### config.mk
export PLATFORM = sky130hd
export DESIGN_NAME = eeprom_spi_bridge_flat
export DESIGN_NICKNAME = d
export VERILOG_FILES = /design/src/rtl/eeprom_spi_bridge_if.sv /design/src/rtl/eeprom_spi_bridge.sv /design/src/flat_wrapper.sv
export SDC_FILE = /design/constraint.sdc
export NUM_CORES = 1
export LEC_CHECK = 0
export BUFFER_PORTS_ARGS = -buffer_cell sky130_fd_sc_hd__buf_4
export CORE_AREA = 2 2 101 103
export DETAILED_ROUTE_END_ITERATION = 7
export DIE_AREA = 0 0 103 105
export GPL_ROUTABILITY_DRIVEN = 0
export HOLD_SLACK_MARGIN = 0.03
export SLEW_MARGIN = 20
export SYNTH_ARGS = -nofsm -noshare
export SYNTH_HDL_FRONTEND = slang
export SYNTH_SLANG_ARGS = --single-unit
export TNS_END_PERCENT = 1
### constraint.sdc
create_clock -name clk -period 4.7 [get_ports clk]
set_clock_uncertainty 0.2 [all_clocks]
set_input_delay 1.175 -clock clk [delete_from_list [all_inputs] [get_ports clk]]
set_output_delay 1.175 -clock clk [all_outputs]
set_load 0.03 [all_outputs]
### src/rtl/eeprom_spi_bridge_if.sv
// Core-side request/response bundle between the uC_8bits memory port and the EEPROM bridge.
// The master drives the request; the slave holds req_ready low and answers with a one-cycle rsp_valid.
interface eeprom_spi_bridge_if;
  logic       req_valid;
  logic       req_ready;
  logic       req_we;
  logic [7:0] req_addr;
  logic [7:0] req_wdata;
  logic       rsp_valid;
  logic [7:0] rsp_rdata;
  logic       rsp_err;
  logic       busy;

  modport master (
    output req_valid, req_we, req_addr, req_wdata,
    input  req_ready, rsp_valid, rsp_rdata, rsp_err, busy
  );

  modport slave (
    input  req_valid, req_we, req_addr, req_wdata,
    output req_ready, rsp_valid, rsp_rdata, rsp_err, busy
  );
endinterface

### src/rtl/eeprom_spi_bridge.sv
// Byte read/write bridge from the core to a 25xx SPI EEPROM (WREN, WRITE, READ, RDSR polling).
// Read completes 1+48*CLK_DIV cycles after accept; the core is stalled (req_ready low) until rsp_valid.
module eeprom_spi_bridge #(
  parameter int CLK_DIV  = 4,
  parameter int CS_GAP   = 2,
  parameter int POLL_MAX = 1023
) (
  input  logic                 clk,
  input  logic                 rst,
  eeprom_spi_bridge_if.slave   bus,
  output logic                 spi_sck,
  output logic                 spi_cs_n,
  output logic                 spi_mosi,
  input  logic                 spi_miso
);
  localparam int              GW        = $clog2(CS_GAP + 1);
  localparam logic [GW-1:0]   GAP_LAST  = GW'(CS_GAP - 1);
  localparam logic [7:0]      DIV_LAST  = 8'(CLK_DIV - 1);
  localparam logic [9:0]      POLL_LAST = 10'(POLL_MAX - 1);

  typedef enum logic [2:0] {IDLE, WREN, GAP, XFER, POLL, RESP} state_t;

  state_t        state_q, state_d, next_q, next_d, start_st;
  logic          we_q, we_d;
  logic [7:0]    addr_q, addr_d, wdata_q, wdata_d;
  logic [23:0]   tx_q, tx_d, frame;
  logic [7:0]    rx_q, rx_d;
  logic [4:0]    bits_q, bits_d;
  logic [7:0]    div_q, div_d;
  logic [GW-1:0] gap_q, gap_d;
  logic [9:0]    poll_q, poll_d;
  logic          sck_q, sck_d, cs_n_q, cs_n_d, mosi_q, mosi_d;
  logic [7:0]    rdata_q, rdata_d;
  logic          err_q, err_d;
  logic          start, f_we, gap_ok;
  logic [7:0]    f_addr, f_wdata;

  assign gap_ok = (gap_q == GAP_LAST);

  always_comb begin
    state_d  = state_q;
    next_d   = next_q;
    we_d     = we_q;
    addr_d   = addr_q;
    wdata_d  = wdata_q;
    tx_d     = tx_q;
    rx_d     = rx_q;
    bits_d   = bits_q;
    div_d    = div_q;
    gap_d    = gap_q;
    poll_d   = poll_q;
    sck_d    = sck_q;
    cs_n_d   = cs_n_q;
    mosi_d   = mosi_q;
    rdata_d  = rdata_q;
    err_d    = err_q;
    start    = 1'b0;
    start_st = next_q;
    f_we     = we_q;
    f_addr   = addr_q;
    f_wdata  = wdata_q;
    frame    = 24'h0;

    // gap_q counts cs_n-high cycles so every frame start honours CS_GAP
    if (cs_n_q && !gap_ok) gap_d = gap_q + GW'(1);

    case (state_q)
      IDLE: begin
        if (bus.req_valid) begin
          we_d     = bus.req_we;
          addr_d   = bus.req_addr;
          wdata_d  = bus.req_wdata;
          poll_d   = 10'd0;
          f_we     = bus.req_we;
          f_addr   = bus.req_addr;
          f_wdata  = bus.req_wdata;
          next_d   = bus.req_we ? WREN : XFER;
          start_st = next_d;
          if (gap_ok) start = 1'b1;
          else        state_d = GAP;
        end
      end
      GAP: start = gap_ok;
      WREN, XFER, POLL: begin
        if (div_q == DIV_LAST) begin
          div_d = 8'd0;
          sck_d = ~sck_q;
          if (!sck_q) begin
            rx_d = {rx_q[6:0], spi_miso};
          end else if (bits_q == 5'd1) begin
            cs_n_d = 1'b1;
            mosi_d = 1'b0;
            bits_d = 5'd0;
            gap_d  = '0;
            case (state_q)
              WREN: begin
                state_d = GAP;
                next_d  = XFER;
              end
              XFER: begin
                if (we_q) begin
                  state_d = GAP;
                  next_d  = POLL;
                end else begin
                  state_d = RESP;
                  rdata_d = rx_q;
                  err_d   = 1'b0;
                end
              end
              default: begin
                // rx_q now holds the RDSR status byte; bit 0 is write-in-progress
                if (!rx_q[0]) begin
                  state_d = RESP;
                  err_d   = 1'b0;
                end else if (poll_q == POLL_LAST) begin
                  state_d = RESP;
                  err_d   = 1'b1;
                end else begin
                  poll_d  = poll_q + 10'd1;
                  state_d = GAP;
                  next_d  = POLL;
                end
              end
            endcase
          end else begin
            tx_d   = {tx_q[22:0], 1'b0};
            mosi_d = tx_q[22];
            bits_d = bits_q - 5'd1;
          end
        end else begin
          div_d = div_q + 8'd1;
        end
      end
      RESP:    state_d = IDLE;
      default: state_d = IDLE;
    endcase

    if (start) begin
      case (start_st)
        WREN: begin
          frame  = 24'h06_0000;
          bits_d = 5'd8;
        end
        XFER: begin
          frame  = {f_we ? 8'h02 : 8'h03, f_addr, f_we ? f_wdata : 8'h00};
          bits_d = 5'd24;
        end
        default: begin
          frame  = 24'h05_0000;
          bits_d = 5'd16;
        end
      endcase
      state_d = start_st;
      tx_d    = frame;
      mosi_d  = frame[23];
      cs_n_d  = 1'b0;
      sck_d   = 1'b0;
      div_d   = 8'd0;
    end
  end

  always_ff @(posedge clk) begin
    if (rst) begin
      state_q <= IDLE;
      next_q  <= IDLE;
      we_q    <= 1'b0;
      addr_q  <= 8'h00;
      wdata_q <= 8'h00;
      tx_q    <= 24'h0;
      rx_q    <= 8'h00;
      bits_q  <= 5'd0;
      div_q   <= 8'd0;
      gap_q   <= '0;
      poll_q  <= 10'd0;
      sck_q   <= 1'b0;
      cs_n_q  <= 1'b1;
      mosi_q  <= 1'b0;
      rdata_q <= 8'h00;
      err_q   <= 1'b0;
    end else begin
      state_q <= state_d;
      next_q  <= next_d;
      we_q    <= we_d;
      addr_q  <= addr_d;
      wdata_q <= wdata_d;
      tx_q    <= tx_d;
      rx_q    <= rx_d;
      bits_q  <= bits_d;
      div_q   <= div_d;
      gap_q   <= gap_d;
      poll_q  <= poll_d;
      sck_q   <= sck_d;
      cs_n_q  <= cs_n_d;
      mosi_q  <= mosi_d;
      rdata_q <= rdata_d;
      err_q   <= err_d;
    end
  end

  assign bus.req_ready = (state_q == IDLE);
  assign bus.busy      = (state_q != IDLE);
  assign bus.rsp_valid = (state_q == RESP);
  assign bus.rsp_rdata = rdata_q;
  assign bus.rsp_err   = err_q;
  assign spi_sck       = sck_q;
  assign spi_cs_n      = cs_n_q;
  assign spi_mosi      = mosi_q;
endmodule

### src/flat_wrapper.sv
// flat-port wrapper written by rule: the top's interface ports become plain ports
module eeprom_spi_bridge_flat 
#(
  parameter int CLK_DIV  = 4,
  parameter int CS_GAP   = 2,
  parameter int POLL_MAX = 1023
)
  (clk, rst, spi_sck, spi_cs_n, spi_mosi, spi_miso, bus_req_valid, bus_req_we, bus_req_addr, bus_req_wdata, bus_req_ready, bus_rsp_valid, bus_rsp_rdata, bus_rsp_err, bus_busy);
  eeprom_spi_bridge_if bus_i ();
  input  logic clk;
  input  logic rst;
  output logic spi_sck;
  output logic spi_cs_n;
  output logic spi_mosi;
  input  logic spi_miso;
  input wire logic [$bits(bus_i.req_valid)-1:0] bus_req_valid;
  input wire logic [$bits(bus_i.req_we)-1:0] bus_req_we;
  input wire logic [$bits(bus_i.req_addr)-1:0] bus_req_addr;
  input wire logic [$bits(bus_i.req_wdata)-1:0] bus_req_wdata;
  output wire logic [$bits(bus_i.req_ready)-1:0] bus_req_ready;
  output wire logic [$bits(bus_i.rsp_valid)-1:0] bus_rsp_valid;
  output wire logic [$bits(bus_i.rsp_rdata)-1:0] bus_rsp_rdata;
  output wire logic [$bits(bus_i.rsp_err)-1:0] bus_rsp_err;
  output wire logic [$bits(bus_i.busy)-1:0] bus_busy;
  assign bus_i.req_valid = bus_req_valid;
  assign bus_i.req_we = bus_req_we;
  assign bus_i.req_addr = bus_req_addr;
  assign bus_i.req_wdata = bus_req_wdata;
  assign bus_req_ready = bus_i.req_ready;
  assign bus_rsp_valid = bus_i.rsp_valid;
  assign bus_rsp_rdata = bus_i.rsp_rdata;
  assign bus_rsp_err = bus_i.rsp_err;
  assign bus_busy = bus_i.busy;
  eeprom_spi_bridge #(.CLK_DIV(CLK_DIV), .CS_GAP(CS_GAP), .POLL_MAX(POLL_MAX)) u_core (.clk(clk), .rst(rst), .bus(bus_i), .spi_sck(spi_sck), .spi_cs_n(spi_cs_n), .spi_mosi(spi_mosi), .spi_miso(spi_miso));
endmodule
Word-level counts from Yosys, hierarchy flattened --
Cells that the tools add are included. Widths: inputs -> output; s select.
Operators by class: multiplexer cells 73, bitwise gates (word level) 3, reduce and logical (&&, ||, !) cells 22, eq/ne operators 30, add/sub/neg operators 4
Operators by type and width (number):
- $mux 23 | 5
- $mux 10 | 7
- $mux 3 | 17
- $mux 8 | 6
- $pmux 19 s2 | 1
- $mux 5 | 5
- $pmux 10 s2 | 1
- $mux 1 | 18
- $pmux 3 s2 | 3
- $reduce_and 7->1 | 2
- $mux 2 | 6
- $ne 2x1->1 const B | 6
- $reduce_and 6->1 | 2
- $add 10x1->10 const B | 1
- $eq 10x10->1 const B | 1
- $pmux 5 s2 | 1
- $reduce_bool 2->1 | 5
- $eq 3x2->1 const B | 3
- $ne 3x1->1 const B | 3
- $ne 3x2->1 const B | 3
- $pmux 3 s3 | 1
- $add 8x1->8 const B | 1
- $eq 8x2->1 const B | 1
- $ne 2x2->1 const B | 4
- other kinds (21) | 29
Word-level totals: register bits 91, output and inout port bits 15, input port bits 21

Logic depth before layout (Yosys ltp) --
Gate-level depths: netlist (run 1).
depth in word-level cells 9, depth in mapped cells 9, gate-level depth less buffers 7

Least setup slack after synthesis (run 1) --
Ideal clock, no wire load.
kind reg-to-output, start point reg u_core.state_q[1], end point out bus_busy, cell stages (with the launch flop) 5, setup slack 1554 ps, path buffers 2, data arrival time 1771 ps, required time 3325 ps, cells stage by stage dfxtp_1 buf_2 clkbuf_1 nor3_1 inv_1
Between the ends: word-level cells in the longest chain between the ends 1
RTL lines:
- from (decl) | line eeprom_spi_bridge.sv:23 | state_t state_q, state_d, next_q, next_d, start_st;
- from (signal assigned) | line eeprom_spi_bridge.sv:181 | state_q <= state_d;
- $reduce_bool 3->1 | line eeprom_spi_bridge.sv:201 | assign bus.busy = (state_q != IDLE);
- to (decl) | line flat_wrapper.sv:24 | output wire logic [$bits(bus_i.busy)-1:0] bus_busy;
No other way between the ends.

Worst setup path in the final report (run 1) --
start point reg u_core.state_q[2], end point out bus_rsp_valid
Between the ends: word-level cells in the longest chain between the ends 1
RTL lines:
- $eq 3x3->1 | line eeprom_spi_bridge.sv:202 | assign bus.rsp_valid = (state_q == RESP);
- to (decl) | line flat_wrapper.sv:21 | output wire logic [$bits(bus_i.rsp_valid)-1:0] bus_rsp_valid;
No other way between the ends.

==> results_dict.tcl, run 1 <==
set metrics [dict create \
    die_x_um 103 \
    cts_tree "built" \
    critPathArrivalTime_ns 1.80 \
    reg2reg_from "u_core.state_q[0]$_SDFFE_PP0P_" \
    clock-sinks 91 \
    synth-main-ff-cell "dfxtp_1" \
    worst_slew_pin_slew_ns 0.7616 \
    start_kind "flop" \
    nets 552 \
    ys_seq_area_frac 0.4242 \
    async_reset_ff_frac 0 \
    synth-seq-cells 91 \
    cts_buffer_depth 2 \
    cts_inserted_buffers 9 \
    status "finished, final reports clean" \
    place_inst 647 \
    required_ns 3.32 \
    syn_nets 532 \
    max_stage_delay_ns 0.75 \
    clock_latency_ns 0.37 \
    rsz0062_at_grt "false" \
    worst_hold_slack_ns 0.2619 \
    relSlewSlack 0.4916 \
    finalCritPeriodShare 0.6757 \
    finalNonFillerCells 662 \
    grt_max_degree 39 \
    cts.clk_slew.worst_paths_ns 0.09 \
    hold_viol_final 0 \
    grt_pass1_vias 3375 \
    ctsHoldBuffers 0 \
    post-cts-setup-buffer-count 0 \
    area.growth.synth_to_final_pct 12.30 \
    crit_type "reg -> out" \
    core_sq_um 9639 \
    dp_hpwl_um 6394 \
    fin_util 0.5003 \
    initial_core_util 0.4455 \
    min_path_cells 2 \
    final_area_sq_um 4822 \
    maxCapViolations 0 \
    ir_drop_mv 0.1645 \
    dieArea_sq_um 10820 \
    antenna_found_initial 0 \
    worst_path_dominant_cell_family "flip-flops" \
    cts_root_buf "clkbuf_8" \
    fmax_mhz 314.9 \
    critical-path-slowest-cell "dfxtp_1" \
    crit_fanout 18 \
    rows 36 \
    min-delay-start "u_core.tx_q[20]$_SDFFE_PP0P_" \
    synth_edf_count 0 \
    netlist_area_sq_um 4294 \
    cp_cell_sequence "inv_1 > nor3b_1 > buf_4" \
    n_antenna_cell 0 \
    synth_area_leaders "dfxtp_1, mux2i_1, nor2_1" \
    io_buffer_count 35 \
    grt_pass1_wl_um 15790 \
    io_pins 36 \
    ys_types 63 \
    drc_errors 0 \
    holdCritPathClass "reg -> reg" \
    wl_per_cell_um 14.17 \
    tns_ns 0 \
    syn_inst 505 \
    viasPerCell 5.452 \
    reg2regPathDepth 5 \
    leakagePower_nw 1.718 \
    drive_gt1_frac 0.1323 \
    drt_iter0_markers 199 \
    critPathBufInv 2 \
    slew_viol_final 0 \
    synth.top_cell.area_share 0.4242 \
    fillers 997 \
    vias 3609 \
    finalSetupViolations 0 \
    drt_pass1_iterations 4 \
    layout_min_cycle_time_ns 3.176 \
    place_area_sq_um 4639 \
    ant_nets 0 \
    yosysTopAreaCell "dfxtp_1" \
    drt-total-wl_um 9381 \
    rrSetupSlack_ns 1.87 \
    die_h_um 105 \
    powerDensity_nw_per_um2 407.7 \
    critPathCaptureType "output pin" \
    avgSynthCellArea_sq_um 8.503 \
    track_usage 0.1804 \
    htreeDepth 3 \
    cts_resized 0 \
    r2r-end "u_core.tx_q[10]$_SDFFE_PP0P_" \
    gr-total-overflow 0 \
    holdPathEnd "u_core.tx_q[20]$_SDFFE_PP0P_" \
    yosys_warnings 0 \
]
power breakdown:
group	switching [mW]	internal, mW	total (mW)
sequential	0.0794	0.852	0.931
clock	0.278	0.245	0.522
combinational	0.313	0.200	0.512
routing by layer:
layer  share of wire  wire, um  global-route usage  vias to the layer above
met5               0         0                   0                        -
met3           0.048       451             0.03880                        9
met1            0.50      4673              0.2586                     1676
li1                -         -                   -                     1852
met4           0.012       114             0.06485                        0
met2            0.44      4142              0.2644                       72
cell usage after synthesis, drive strengths merged (2+ instances only):
library cell and count:
nand4 7, and3 4, or4 7, or3 10, nor3b 4, o22ai 2
dfxtp 91, a221oi 9, ha 6, nand2b 7, nor2 60, nor3 20
a22oi 2, nor4b 5, or4b 4, nand3 16, and2 4, o21a 2
a31oi 12, or3b 2, buf 10, o31ai 9, a2111oi 2, nand2 58
nand3b 2, xnor2 4, o21ai 16, clkbuf 23, inv 12, mux2i 25
a211oi 4, xor2 3, nor2b 3, mux2 2, a21oi 43, a2bb2oi 2
flip-flops by register name, indices dropped and copies added (netlist names):
name                  cells
u_core.bus.rsp_err        1
u_core.rx_q               8
u_core.we_q               1
u_core.addr_q             8
u_core.spi_cs_n           1
u_core.spi_sck            1
u_core.next_q             3
u_core.gap_q              2
u_core.state_q            3
u_core.div_q              8
u_core.poll_q            10
u_core.tx_q              23
u_core.bus.rsp_rdata      8
u_core.bits_q             5
u_core.wdata_q            8
u_core.spi_mosi           1
worst min-delay path, delay by kind of cell, from the launching register on:
family,cells,cell delay (ns)
compound gates,1,0.05
flops,1,0.32
simple gates,1,0.05
final cells by class:
| cell class | count | area, sq um | share of cell area |
|---|---|---|---|
| Inverter | 12 | 45.04 | 0.009341 |
| Sequential cell | 91 | 1822 | 0.3778 |
| Clock buffer | 11 | 131.4 | 0.02724 |
| Timing Repair Buffer | 42 | 315.3 | 0.06539 |
| Multi-Input combinational cell | 369 | 2291 | 0.4751 |
| Tap cell | 133 | 166.4 | 0.03451 |
| Clock inverter | 4 | 51.30 | 0.01064 |
placed cells by master (no fill, tap or decap), types with 8 or more instances in the layout:
| master | n |
|---|---|
| nand3_1 | 15 |
| a221oi_1 | 9 |
| clkbuf_8 | 9 |
| a21oi_1 | 43 |
| or3_1 | 10 |
| buf_4 | 42 |
| nand2_1 | 58 |
| o21ai_0 | 8 |
| nor2_1 | 59 |
| inv_1 | 11 |
| o31ai_1 | 8 |
| mux2i_1 | 25 |
| nor3_1 | 18 |
| dfxtp_1 | 91 |
| a31oi_1 | 12 |
how the worst max path moves through the flow:
stage / from / end / slack (ns) / cells after the start
after floorplan: u_core.state_q[1]$_SDFFE_PP0P_ / bus_busy / 1.55 / 4
after global placement: bus_req_valid / u_core.tx_q[14]$_SDFFE_PP0P_ / 1.37 / 6
after detailed placement: bus_req_valid / u_core.tx_q[14]$_SDFFE_PP0P_ / 1.30 / 6
after CTS: u_core.state_q[2]$_SDFFE_PP0P_ / bus_rsp_valid / 1.49 / 3
after global routing: u_core.state_q[2]$_SDFFE_PP0P_ / bus_rsp_valid / 1.33 / 3
final: u_core.state_q[2]$_SDFFE_PP0P_ / bus_rsp_valid / 1.52 / 3
per-stage QoR:
| stage | worst slack (ns) | power (mW) |
|---|---|---|
| after floorplan | 1.554 | 1.334 |
| after global placement | 1.372 | 1.448 |
| after detailed placement | 1.297 | 1.460 |
| after CTS | 1.495 | 1.982 |
| after global routing | 1.335 | 2.088 |
| final | 1.524 | 1.966 |
cells by family after synthesis:
kind of cell,synth area share
fa+ha+maj,0.01748
xor+xnor,0.01428
simple gates,0.2625
compound gates,0.1734
mux,0.06352
flops,0.4242
buf+inv,0.04458
Power figures use the tool's default switching activity.
==> inputs of run 2 (changes only) <==
Settings changed: ABC_AREA set to 1, CORE_AREA 2 2 101 103 to 2 2 105 107, DIE_AREA 0 0 103 105 to 0 0 107 109.
Clock period 4.7 ns to 3 ns, I/O delays scaled along.
==> run 2 against run 1 <==
Area after synthesis up 8.8%; sequential power up 58%; sequential share of layout area down 2.7 points; count of clock-buffer cells in the layout down 1; clock power up 75%; register-to-register slack worse by 1.0 ns; cell area up 7.8%; critical path type unchanged; highest routed layer unchanged.
==> results_dict.tcl, run 2 <==
set metrics [dict create \
    tns_ns 0 \
    finalSetupViolations 0 \
    ctsHoldBuffers 0 \
    ir_drop_mv 0.2923 \
    setup.worst_path.start "u_core.state_q[0]$_SDFFE_PP0P_" \
    synth_edf_count 0 \
    yosys.cell_count.top_type "nand2_1" \
    io_pins 36 \
    maxCapViolations 0 \
    nets 723 \
    fmax_mhz 427.8 \
    critPathArrivalTime_ns 1.39 \
    yosysTopAreaCell "dfxtp_1" \
    finalCritPeriodShare 0.7792 \
    grt_pass1_vias 3863 \
    netlist_area_sq_um 4672 \
    antenna_found_initial 0 \
    yosys_warnings 0 \
    die_x_um 107 \
    syn_inst 671 \
    drt_pass1_iterations 5 \
    biggestRegsByFlops "u_core.tx_q x23, u_core.poll_q x10" \
    synth_area_leaders "dfxtp_1, nand2_1, nor2_1" \
    dp_hpwl_um 7113 \
    min-delay-start "u_core.bus.rsp_rdata[5]$_SDFFE_PP0P_" \
    clock_latency_ns 0.36 \
    viasPerCell 4.857 \
    reg2reg_from "u_core.div_q[0]$_SDFFE_PP0N_" \
    synth-seq-cells 91 \
    crit_fanout 6 \
    finalNonFillerCells 840 \
    fillers 1079 \
    ff_latch_area_sq_um 1822 \
    track_usage 0.1865 \
    n_antenna_cell 0 \
    cts.clk_slew.worst_paths_ns 0.09 \
    cts_buffer_depth 2 \
    relSlewSlack 0.6325 \
    die_h_um 109 \
    place_inst 825 \
    required_ns 2.05 \
    rows 38 \
    cts_inserted_buffers 9 \
    final_common_cell "nand2_1" \
    synth.top_cell.area_share 0.3899 \
    worst_slew_pin_slew_ns 0.5497 \
    vias 4080 \
    wl_per_cell_um 11.93 \
    area.growth.synth_to_final_pct 11.22 \
    largest_reg_flops 23 \
    dieArea_sq_um 11660 \
    multi_input_area_sq_um 2417 \
    leakagePower_nw 2.111 \
    htreeDepth 3 \
    crit_type "reg -> out" \
    initial_core_util 0.4406 \
    async_reset_ff_frac 0 \
    critPathCaptureType "output pin" \
    hold_viol_final 0 \
    drive_gt1_frac 0.1743 \
    ys_types 40 \
    fin_util 0.4901 \
    clock-sinks 91 \
    status "finished, final reports clean" \
    synth-main-ff-cell "dfxtp_1" \
    core_sq_um 10600 \
    cts_tree "built" \
    holdCritPathClass "reg -> reg" \
    drc_errors 0 \
    drt_iter0_markers 175 \
    final_cell_mix "nand2_1, nor2_1, dfxtp_1" \
    io_buffer_count 35 \
    powerDensity_nw_per_um2 732.7 \
    grt_pass1_wl_um 17500 \
    slew_viol_final 0 \
    gr-total-overflow 0 \
    ys_top_cells_by_count "nand2_1, nor2_1, dfxtp_1" \
    rsz0062_at_grt "false" \
    top_register "u_core.tx_q" \
    drt-total-wl_um 10020 \
    ys_seq_area_frac 0.3899 \
    cts_root_buf "clkbuf_8" \
    layout_min_cycle_time_ns 2.338 \
    cts_resized 0 \
    worst_hold_slack_ns 0.2472 \
    start_kind "flop" \
    grt_max_degree 39 \
    post-cts-setup-buffer-count 0 \
    avgSynthCellArea_sq_um 6.963 \
    syn_nets 698 \
    ant_nets 0 \
]
==> run 2: worst paths after layout <==
path | end | slack (ns) | cells past startpoint
max | bus_rsp_valid | 0.66 | 3
min | u_core.bus.rsp_rdata[5]$_SDFFE_PP0P_ | 0.25 | 2
max reg2reg | u_core.bus.rsp_rdata[0]$_SDFFE_PP0P_ | 0.85 | 6
min reg2reg | u_core.bus.rsp_rdata[5]$_SDFFE_PP0P_ | 0.25 | 2
==> run 2: layout make-up <==
cell class / count / share of cell area
Clock buffer: 10 / 0.02649
Clock inverter: 5 / 0.01493
Inverter: 73 / 0.05418
Multi-Input combinational cell: 483 / 0.4652
Sequential cell: 91 / 0.3506
Tap cell: 140 / 0.03371
Timing Repair Buffer: 38 / 0.05490
==> run 2: critical path: stages, from the launching register on <==
cell	delay, ns
dfxtp_1	0.53
inv_1	0.13
nor3_1	0.19
buf_4	0.19
==> run 2: per-stage QoR <==
step                setup slack, ns  power, mW  instance area, sq um
floorplan                    0.8087      2.632                  4672
global placement             0.7560      2.893                  4981
detailed placement           0.7013      2.926                  4981
CTS                          0.6441      3.853                  5196
global route                 0.5732      4.094                  5196
finish                       0.6624      3.807                  5196
==> run 2: power breakdown <==
part	leakage (nW)	switching (mW)	internal, mW
clock	0.108	0.429	0.485
combinational	1.26	0.969	0.452
sequential	0.739	0.115	1.36
==> run 2: cells by family after synthesis <==
family          share of synthesized area
fa+ha+maj                         0.01607
flops                              0.3899
simple gates                       0.3452
compound gates                     0.1318
xor+xnor                          0.02437
buf+inv                           0.09266
==> run 2: routing by layer <==
metal	part of all wire	vias to the layer above	track usage
met5	0	-	0
met2	0.49	48	0.3226
met3	0.021	17	0.02212
met4	0.025	0	0.08998
li1	-	2155	-
met1	0.46	1860	0.2313
